===== src/rtl/mycpu_pkg.sv =====
// mycpu_pkg: shared types and helpers for the mycpu datapath/control slice.
//   ps_t        - PC select code driven by the control unit.
//   IR field    - bit positions of opcode, DR, SA and SB/OP in the 16-bit IR.
//   sext6       - sign-extends a 6-bit two's-complement value.
//   br_offs_fld - extracts the split branch offset {DR, SB} from an IR word.
package mycpu_pkg;

  typedef enum logic [1:0] {
    PS_HOLD = 2'b00,
    PS_INC  = 2'b01,
    PS_BR   = 2'b10,
    PS_JMP  = 2'b11
  } ps_t;

  localparam int unsigned IR_W    = 16;
  localparam int unsigned OPC_MSB = 15;
  localparam int unsigned OPC_LSB = 9;
  localparam int unsigned DR_MSB  = 8;
  localparam int unsigned DR_LSB  = 6;
  localparam int unsigned SA_MSB  = 5;
  localparam int unsigned SA_LSB  = 3;
  localparam int unsigned SB_MSB  = 2;
  localparam int unsigned SB_LSB  = 0;

  // Widest address the sign-extension helper serves; callers cast down to AW.
  localparam int unsigned SEXT_W = 64;

  function automatic logic [SEXT_W-1:0] sext6(input logic [5:0] v);
    return {{(SEXT_W-6){v[5]}}, v};
  endfunction

  // The branch offset is split across the DR and SB fields of the IR.
  function automatic logic [5:0] br_offs_fld(input logic [IR_W-1:0] ir);
    return {ir[DR_MSB:DR_LSB], ir[SB_MSB:SB_LSB]};
  endfunction

endpackage


===== src/rtl/pc_ir_unit_if.sv =====
// pc_ir_if: bus between the control unit / instruction memory side (master)
// and the PC/IR stage (slave).
//   ps_in         - PC select (00 hold, 01 inc, 10 branch, 11 jump)
//   il_in         - instruction load strobe
//   imem_in       - instruction word read at pc_out
//   a_in          - register-file A bus, jump target
//   pc_out        - current PC / instruction memory address
//   ins_out       - current IR
//   imm_out       - zero-extended OP field of the IR
//   offs_out      - sign-extended split branch offset of the IR
//   fetch_cnt_out - IR loads since reset
interface pc_ir_if #(
  parameter int unsigned AW = 16,
  parameter int unsigned CW = 32
);

  logic [1:0]    ps_in;
  logic          il_in;
  logic [15:0]   imem_in;
  logic [AW-1:0] a_in;
  logic [AW-1:0] pc_out;
  logic [15:0]   ins_out;
  logic [15:0]   imm_out;
  logic [AW-1:0] offs_out;
  logic [CW-1:0] fetch_cnt_out;

  modport master (
    output ps_in, il_in, imem_in, a_in,
    input  pc_out, ins_out, imm_out, offs_out, fetch_cnt_out
  );

  modport slave (
    input  ps_in, il_in, imem_in, a_in,
    output pc_out, ins_out, imm_out, offs_out, fetch_cnt_out
  );

endinterface


===== src/rtl/pc_ir_unit_pc_next.sv =====
// pc_next: combinational next-PC selection for the PC/IR stage.
//   ps      - PC select code
//   pc      - current PC
//   offs    - sign-extended branch offset (already AW bits)
//   a       - jump target from the register file
//   next_pc - PC value to load on the next edge (modulo 2^AW)
module pc_next
  import mycpu_pkg::*;
#(
  parameter int unsigned AW = 16
) (
  input  logic [1:0]    ps,
  input  logic [AW-1:0] pc,
  input  logic [AW-1:0] offs,
  input  logic [AW-1:0] a,
  output logic [AW-1:0] next_pc
);

  localparam logic [AW-1:0] ONE = {{(AW-1){1'b0}}, 1'b1};

  // Select hold / increment / relative branch / register jump; adds wrap silently.
  always_comb begin
    next_pc = pc;
    case (ps_t'(ps))
      PS_HOLD: next_pc = pc;
      PS_INC:  next_pc = pc + ONE;
      PS_BR:   next_pc = pc + offs;
      PS_JMP:  next_pc = a;
      default: next_pc = pc;
    endcase
  end

endmodule


===== src/rtl/pc_ir_unit.sv =====
// pc_ir_unit: program counter and instruction register stage of mycpu.
//   clk, rst - clock and synchronous active-high reset
//   bus      - pc_ir_if slave: ps/il/imem/a inputs from the control unit and
//              memory; pc/ins/imm/offs/fetch_cnt outputs.
// The PC is updated every edge from ps_in; the IR captures imem_in (the word
// at the current, not yet updated, PC) when il_in is high. Branch offsets are
// relative to the branch instruction's own address.
module pc_ir_unit
  import mycpu_pkg::*;
#(
  parameter int unsigned   AW           = 16,
  parameter logic [AW-1:0] RESET_VECTOR = '0,
  parameter int unsigned   CW           = 32
) (
  input logic      clk,
  input logic      rst,
  pc_ir_if.slave   bus
);

  localparam logic [CW-1:0] CNT_ONE = {{(CW-1){1'b0}}, 1'b1};

  logic [AW-1:0]   pc_r;
  logic [IR_W-1:0] ir_r;
  logic [CW-1:0]   fetch_cnt_r;
  logic [AW-1:0]   next_pc_s;
  logic [AW-1:0]   offs_s;

  // Offset and immediate come only from the IR, never from imem_in.
  assign offs_s = AW'(sext6(br_offs_fld(ir_r)));

  pc_next #(.AW(AW)) u_pc_next (
    .ps      (bus.ps_in),
    .pc      (pc_r),
    .offs    (offs_s),
    .a       (bus.a_in),
    .next_pc (next_pc_s)
  );

  // PC, IR and fetch counter; reset overrides any pending ps/il action.
  always_ff @(posedge clk) begin
    if (rst) begin
      pc_r        <= RESET_VECTOR;
      ir_r        <= 16'h0000;
      fetch_cnt_r <= {CW{1'b0}};
    end else begin
      pc_r <= next_pc_s;
      if (bus.il_in) begin
        ir_r        <= bus.imem_in;
        fetch_cnt_r <= fetch_cnt_r + CNT_ONE;
      end else begin
        ir_r        <= ir_r;
        fetch_cnt_r <= fetch_cnt_r;
      end
    end
  end

  assign bus.pc_out        = pc_r;
  assign bus.ins_out       = ir_r;
  assign bus.imm_out       = {13'b0, ir_r[SB_MSB:SB_LSB]};
  assign bus.offs_out      = offs_s;
  assign bus.fetch_cnt_out = fetch_cnt_r;

endmodule

===== src/flat_wrapper.sv =====
// flat-port wrapper written by rule: the top's interface ports become plain ports
module pc_ir_unit_flat import mycpu_pkg::*;
#(
  parameter int unsigned   AW           = 16,
  parameter logic [AW-1:0] RESET_VECTOR = '0,
  parameter int unsigned   CW           = 32
)
  (clk, rst, bus_ps_in, bus_il_in, bus_imem_in, bus_a_in, bus_pc_out, bus_ins_out, bus_imm_out, bus_offs_out, bus_fetch_cnt_out);
  pc_ir_if #(.AW(AW), .CW(CW)) bus_i ();
  input logic clk;
  input logic rst;
  input wire logic [$bits(bus_i.ps_in)-1:0] bus_ps_in;
  input wire logic [$bits(bus_i.il_in)-1:0] bus_il_in;
  input wire logic [$bits(bus_i.imem_in)-1:0] bus_imem_in;
  input wire logic [$bits(bus_i.a_in)-1:0] bus_a_in;
  output wire logic [$bits(bus_i.pc_out)-1:0] bus_pc_out;
  output wire logic [$bits(bus_i.ins_out)-1:0] bus_ins_out;
  output wire logic [$bits(bus_i.imm_out)-1:0] bus_imm_out;
  output wire logic [$bits(bus_i.offs_out)-1:0] bus_offs_out;
  output wire logic [$bits(bus_i.fetch_cnt_out)-1:0] bus_fetch_cnt_out;
  assign bus_i.ps_in = bus_ps_in;
  assign bus_i.il_in = bus_il_in;
  assign bus_i.imem_in = bus_imem_in;
  assign bus_i.a_in = bus_a_in;
  assign bus_pc_out = bus_i.pc_out;
  assign bus_ins_out = bus_i.ins_out;
  assign bus_imm_out = bus_i.imm_out;
  assign bus_offs_out = bus_i.offs_out;
  assign bus_fetch_cnt_out = bus_i.fetch_cnt_out;
  pc_ir_unit #(.AW(AW), .RESET_VECTOR(RESET_VECTOR), .CW(CW)) u_core (.clk(clk), .rst(rst), .bus(bus_i));
endmodule

===== config.mk =====
export PLATFORM = sky130hd
export DESIGN_NAME = pc_ir_unit_flat
export DESIGN_NICKNAME = d
export VERILOG_FILES = /design/src/rtl/mycpu_pkg.sv /design/src/rtl/pc_ir_unit_if.sv /design/src/rtl/pc_ir_unit_pc_next.sv /design/src/rtl/pc_ir_unit.sv /design/src/flat_wrapper.sv
export SDC_FILE = /design/constraint.sdc
export NUM_CORES = 1
export LEC_CHECK = 0
export BUFFER_PORTS_ARGS = -buffer_cell sky130_fd_sc_hd__buf_2
export CORE_MARGIN = 2
export CORE_UTILIZATION = 55
export CTS_BUF_LIST = sky130_fd_sc_hd__clkbuf_4
export CTS_CLUSTER_DIAMETER = 100
export CTS_CLUSTER_SIZE = 12
export DETAILED_ROUTE_END_ITERATION = 6
export HOLD_SLACK_MARGIN = 0.1
export PLACE_DENSITY_LB_ADDON = 0.3
export SETUP_SLACK_MARGIN = 0.02
export SLEW_MARGIN = 15
export SYNTH_ARGS = -nofsm -noshare
export SYNTH_HDL_FRONTEND = slang
export SYNTH_SLANG_ARGS = --single-unit

===== constraint.sdc =====
create_clock -name clk -period 7.5 [get_ports clk]
set_input_delay 2.25 -clock clk [delete_from_list [all_inputs] [get_ports clk]]
set_output_delay 2.25 -clock clk [all_outputs]
set_load 0.01 [all_outputs]

==> results.py, run 1 <==
metrics = {
    "status": {
        "outcome": "finished clean",
    },
    "detailed_routing": {
        "routed_via_density": 5.52,
        "wl_per_cell_um": 13.7,
        "ant_nets": 0,
        "drtIter0Drc": 207,
        "detail_route.first_pass.iterations": 5,
        "drc": 0,
        "routed_wl_mm": 8.52,
        "vias": 3422,
    },
    "global_routing": {
        "grt_util_all_layers": 0.226,
        "grt_pass1_vias": 2997,
        "grt_max_degree": 73,
        "grt_overflow": 0,
        "grt_pass1_wl_mm": 13.9,
        "antenna_found_initial": 0,
    },
    "floorplan": {
        "start_util": 0.563,
        "die-area_mm2": 0.00755,
        "fp.dieH_um": 86.9,
        "placementRows": 30,
        "io_pins": 133,
        "die_x_um": 86.9,
        "core-area_mm2": 0.00672,
    },
    "min_path": {
        "min_path_cells": 2,
        "hold_start": "u_core.bus.ins_out[10]$_SDFFE_PP0P_",
        "hold_path_class": "register to register",
    },
    "clock_network": {
        "clock-sinks": 64,
        "postCtsSetupBuffers": 0,
        "root_buffer": "clkbuf_4",
        "cts_max_path_buffers": 2,
        "cts-resized-gates": 0,
        "clkLatencyLatePin_ns": 0.40,
        "cts_hold_buf": 0,
        "cts_made_buffers": 9,
        "cts_tree": "yes",
        "path_clk_slew_ns": 0.11,
        "htreeDepth": 3,
    },
    "setup_path": {
        "required_ns": 7.79,
        "worst_setup_path_end_kind": "register",
        "crit_arrival_ns": 5.20,
        "startpoint_type": "input port",
        "crit_path_max_fanout": 32,
        "r2r_start": "u_core.bus.ins_out[0]$_SDFFE_PP0P_",
        "reg2reg_depth": 9,
        "timing_worst_setup_path_type": "input port to register",
        "startpoint": "bus_ps_in[0]",
    },
    "logic_synthesis": {
        "yosys-top-cells-area": "dfxtp_1, buf_4, nor2_1",
        "yosysTopAreaCellShare": 0.339,
        "synth.top_cells.by_count": "dfxtp_1, nor2_1, nand2_1, buf_4, mux2i_1",
        "synth_top_family_by_area": "simple AND/OR/NAND/NOR gates",
        "synth.mux.area_fraction": 0.0609,
        "postSynthAreaPerCell_um2": 8.40,
        "syn_inst": 450,
        "yosys.area_share.simple": 0.250,
        "ys.flop_type": "dfxtp_1",
        "async_flop_share": 0,
        "synthXorXnorAreaFrac": 0.0695,
        "yosysMostFrequentCell": "dfxtp_1",
        "syn-cell-area_mm2": 0.00378,
        "synth.largest_area_cell": "dfxtp_1",
        "synth_edf_count": 0,
        "synth_compound_area_frac": 0.151,
        "synth_fa_ha_area_frac": 0.0251,
        "ys_ff_latch": 64,
        "yosysSeqAreaShare": 0.339,
        "synth.distinct_cells": 65,
        "yosys_warnings": 0,
    },
    "pwr": {
        "power_density_mw_per_mm2": 182,
        "leakage_nw": 2.01,
        "peakVddDrop_mv": 0.127,
    },
    "sta": {
        "tns_ns": 0,
        "min_period_over_period": 0.655,
        "setup_violations": 0,
        "maxSlewViolCount": 0,
        "fin_skew_ns": 0.0177,
        "worst_pin_slew_ns": 0.751,
        "finalCriticalPeriod_ns": 4.91,
        "hold_viol_final": 0,
        "fmax_mhz": 203,
        "grt_setup_unrepaired": "false",
        "slew_headroom": 0.499,
    },
    "final_layout": {
        "nNetsFinal": 579,
        "area_delta_synth_final_pct": 14.8,
        "fin_util": 0.646,
        "fin_cells": 620,
        "n_fill_cell": 588,
        "antenna_cells": 0,
        "drive_gt1_frac": 0.281,
    },
    "placement": {
        "numPortBuffers": 119,
        "dp_hpwl_mm": 6.05,
        "placed_cells": 604,
        "routabilityCongestion": 0.901,
    },
    "job": {
        "drv_cap": 0,
    },
}
-- cells in the final DEF (no fill, tap or decap), types with 9 or more instances in the layout --
master	netlist	layout
buf_2	3	119
dfxtp_1	64	64
nor2_1	62	62
nand2_1	36	36
mux2i_1	23	23
xor2_1	22	22
nand3_1	21	21
a21oi_1	18	18
o21ai_0	14	14
conb_1	1	13
clkbuf_4	0	10
and3_1	9	9
-- per-layer routing --
layer	GRT usage	routed length [um]	up-vias
li1	-	-	1713
met4	0.0511	88	0
met3	0.0493	558	9
met2	0.380	4200	122
met5	0	0	-
met1	0.297	3660	1578
-- stage by stage --
stage                     instance area, um2  setup slack, ns  total power [mW]  hold WS [ns]
after floorplan                         3830             2.56             0.464         0.510
after global placement                  4150             2.31             0.487         0.469
after detailed placement                4150             2.24             0.489         0.476
after CTS                               4340             2.64             0.798         0.507
after global routing                    4340             2.41             0.826         0.525
final                                   4340             2.59             0.791         0.500
-- logic make-up (layout without fill, tap and decap cells) --
kind of cell | count (synthesis) | in the layout
DFF | 64 | 64
buffers and inverters | 61 | 139
other | 1 | 13
AOI/OAI and AO/OA | 79 | 79
and+or+nand+nor | 185 | 185
muxes | 23 | 23
xor gates and xnor gates | 30 | 30
adders and majority gates | 7 | 7
-- final cells by class --
class / count / area (um2) / share of cell area
clock inverter: 6 / 115 / 0.0265
timing repair buffer: 120 / 603 / 0.139
tap: 80 / 100 / 0.0231
multi-input combinational: 337 / 2150 / 0.496
inverter: 3 / 11.3 / 0.00259
clock buffer: 10 / 75.1 / 0.0173
sequential: 64 / 1280 / 0.295
-- sequential cells by signal, summed over array words and instances (netlist names) --
name,count
u_core.bus.fetch_cnt_out,32
u_core.bus.ins_out,16
u_core.bus.pc_out,16
-- critical path: stages --
cell       delay (ns)
buf_2            0.45
and2b_2          0.38
and2_1           0.22
fa_1             0.45
a211o_1          0.34
a21o_1           0.26
nor2_1           0.30
nor2_4           0.05
mux2i_1          0.13
a2111oi_2        0.36
-- where the power goes --
| group | total (mW) | internal, mW | switching (mW) |
|---|---|---|---|
| Clock | 0.309 | 0.175 | 0.134 |
| Combinational | 0.112 | 0.0480 | 0.0642 |
| Sequential | 0.370 | 0.353 | 0.0171 |
-- final timing paths --
kind	slack, ns	end
worst max-delay path	2.59	u_core.bus.pc_out[14]$_SDFFE_PP0P_
worst min-delay path	0.50	u_core.bus.ins_out[10]$_SDFFE_PP0P_
worst max register to register	4.80	u_core.bus.pc_out[14]$_SDFFE_PP0P_
worst min register to register	0.50	u_core.bus.ins_out[10]$_SDFFE_PP0P_
No activity file was read; power rests on OpenSTA's default activity.
==> run 2, diff against run 1 <==
Settings changed: CORE_UTILIZATION 55 to 47.
Clock period 7.5 ns to 4.3 ns, I/O delays scaled along.
==> run 2 against run 1 <==
Combinational power grew 77%. Setup slack lost 1.9 ns. Final area grew 0.35%. Critical path depth grew 1. Register-to-register slack lost 3.2 ns. Hold slack gained 0.0013 ns. Clock power grew 53%. Flip-flop and latch count is the same. Sequential power grew 75%. Sequential share of layout area shrank 0.10 points.
==> results.py, run 2 (same netlist as run 1, synthesis figures left out) <==
metrics = {
    "setup_path": {
        "crit_path_max_fanout": 12,
        "startpoint_type": "input port",
        "required_ns": 4.60,
        "timing_worst_setup_path_type": "input port to register",
        "crit_arrival_ns": 3.91,
        "worst_setup_path_end_kind": "register",
    },
    "sta": {
        "grt_setup_unrepaired": "false",
        "setup_violations": 0,
        "maxSlewViolCount": 0,
        "tns_ns": 0,
        "fmax_mhz": 278,
        "finalCriticalPeriod_ns": 3.60,
        "worst_pin_slew_ns": 0.581,
        "min_period_over_period": 0.838,
        "slew_headroom": 0.612,
        "hold_viol_final": 0,
        "fin_skew_ns": 0.0196,
    },
    "placement": {
        "numPortBuffers": 119,
        "dp_hpwl_mm": 6.45,
        "routabilityCongestion": 0.904,
    },
    "clock_network": {
        "cts-resized-gates": 0,
        "cts_max_path_buffers": 2,
        "cts_hold_buf": 0,
        "cts_tree": "yes",
        "path_clk_slew_ns": 0.11,
        "clock-sinks": 64,
        "cts_made_buffers": 9,
        "clkLatencyLatePin_ns": 0.41,
        "htreeDepth": 3,
        "root_buffer": "clkbuf_4",
        "postCtsSetupBuffers": 0,
    },
    "pwr": {
        "leakage_nw": 2.01,
        "peakVddDrop_mv": 0.227,
        "finalPower_mw": 1.32,
        "power_density_mw_per_mm2": 302,
    },
    "detailed_routing": {
        "drc": 0,
        "routed_wl_mm": 9.05,
        "ant_nets": 0,
        "detail_route.first_pass.iterations": 4,
        "routed_via_density": 5.41,
        "wl_per_cell_um": 14.1,
        "drtIter0Drc": 100,
        "vias": 3481,
    },
    "global_routing": {
        "grt_max_degree": 49,
        "grt_pass1_wl_mm": 14.8,
        "antenna_found_initial": 0,
        "grt_util_all_layers": 0.207,
        "grt_pass1_vias": 3152,
        "grt_overflow": 0,
    },
    "floorplan": {
        "placementRows": 32,
        "die-area_mm2": 0.00878,
        "die_x_um": 93.7,
        "start_util": 0.487,
        "io_pins": 133,
        "fp.dieH_um": 93.7,
        "core-area_mm2": 0.00777,
    },
    "job": {
        "drv_cap": 0,
    },
    "final_layout": {
        "area_delta_synth_final_pct": 15.2,
        "antenna_cells": 0,
        "layout_common_cells": "buf_2, dfxtp_1, nor2_1, nand2_1, mux2i_1",
        "fin_util": 0.561,
        "drive_gt1_frac": 0.282,
        "nNetsFinal": 581,
        "final_common_cell": "buf_2",
        "largest_reg_flops": 32,
    },
    "status": {
        "outcome": "finished clean",
    },
    "min_path": {
        "hold_path_class": "register to register",
    },
}
run 2: path summary, 6_finish.rpt:
path / startpoint / to / slack [ns] / cells after the start
hold reg to reg: u_core.bus.ins_out[9]$_SDFFE_PP0P_ / u_core.bus.ins_out[9]$_SDFFE_PP0P_ / 0.50 / 2
hold / removal: u_core.bus.ins_out[9]$_SDFFE_PP0P_ / u_core.bus.ins_out[9]$_SDFFE_PP0P_ / 0.50 / 2
setup reg to reg: u_core.bus.ins_out[0]$_SDFFE_PP0P_ / u_core.bus.pc_out[14]$_SDFFE_PP0P_ / 1.63 / 9
setup / recovery: bus_ps_in[0] / u_core.bus.pc_out[14]$_SDFFE_PP0P_ / 0.70 / 11
run 2: power by group:
part | switching, mW | total (mW) | internal, mW
clock network | 0.236 | 0.473 | 0.237
logic | 0.113 | 0.198 | 0.0847
registers | 0.0307 | 0.646 | 0.615
run 2: final cells by class:
class	count	area [um2]
clock buffer	9	67.6
clock inverter	7	95.1
inverter	3	11.3
multi-input combinational	337	2150
sequential	64	1280
tap	102	128
timing repair buffer	122	618
fill	764	3410
run 2: routing by layer:
layer  up-vias  wire length, um  track usage
li1       1724                -            -
met1      1627             3910        0.259
met2       124             4470        0.352
met3         6              602       0.0586
met4         0               65       0.0483
met5         -                0            0
run 2: critical path: stages:
cell,delay (ns)
buf_2,0.10
and2b_2,0.35
nand2b_1,0.09
ha_1,0.21
fa_1,0.42
a211o_1,0.33
a21o_1,0.25
nor2_1,0.29
nor2_4,0.06
mux2i_1,0.15
a2111oi_2,0.36
run 2: metrics by stage:
step,std cells,hold slack [ns],setup slack (ns),cell area (um2)
2_1_floorplan,462,0.510,0.322,3830
3_3_place_gp,628,0.468,0.380,4190
3_5_place_dp,628,0.480,0.279,4190
4_1_cts,644,0.509,0.713,4360
5_1_grt,644,0.526,0.552,4360
6_report,644,0.501,0.699,4360
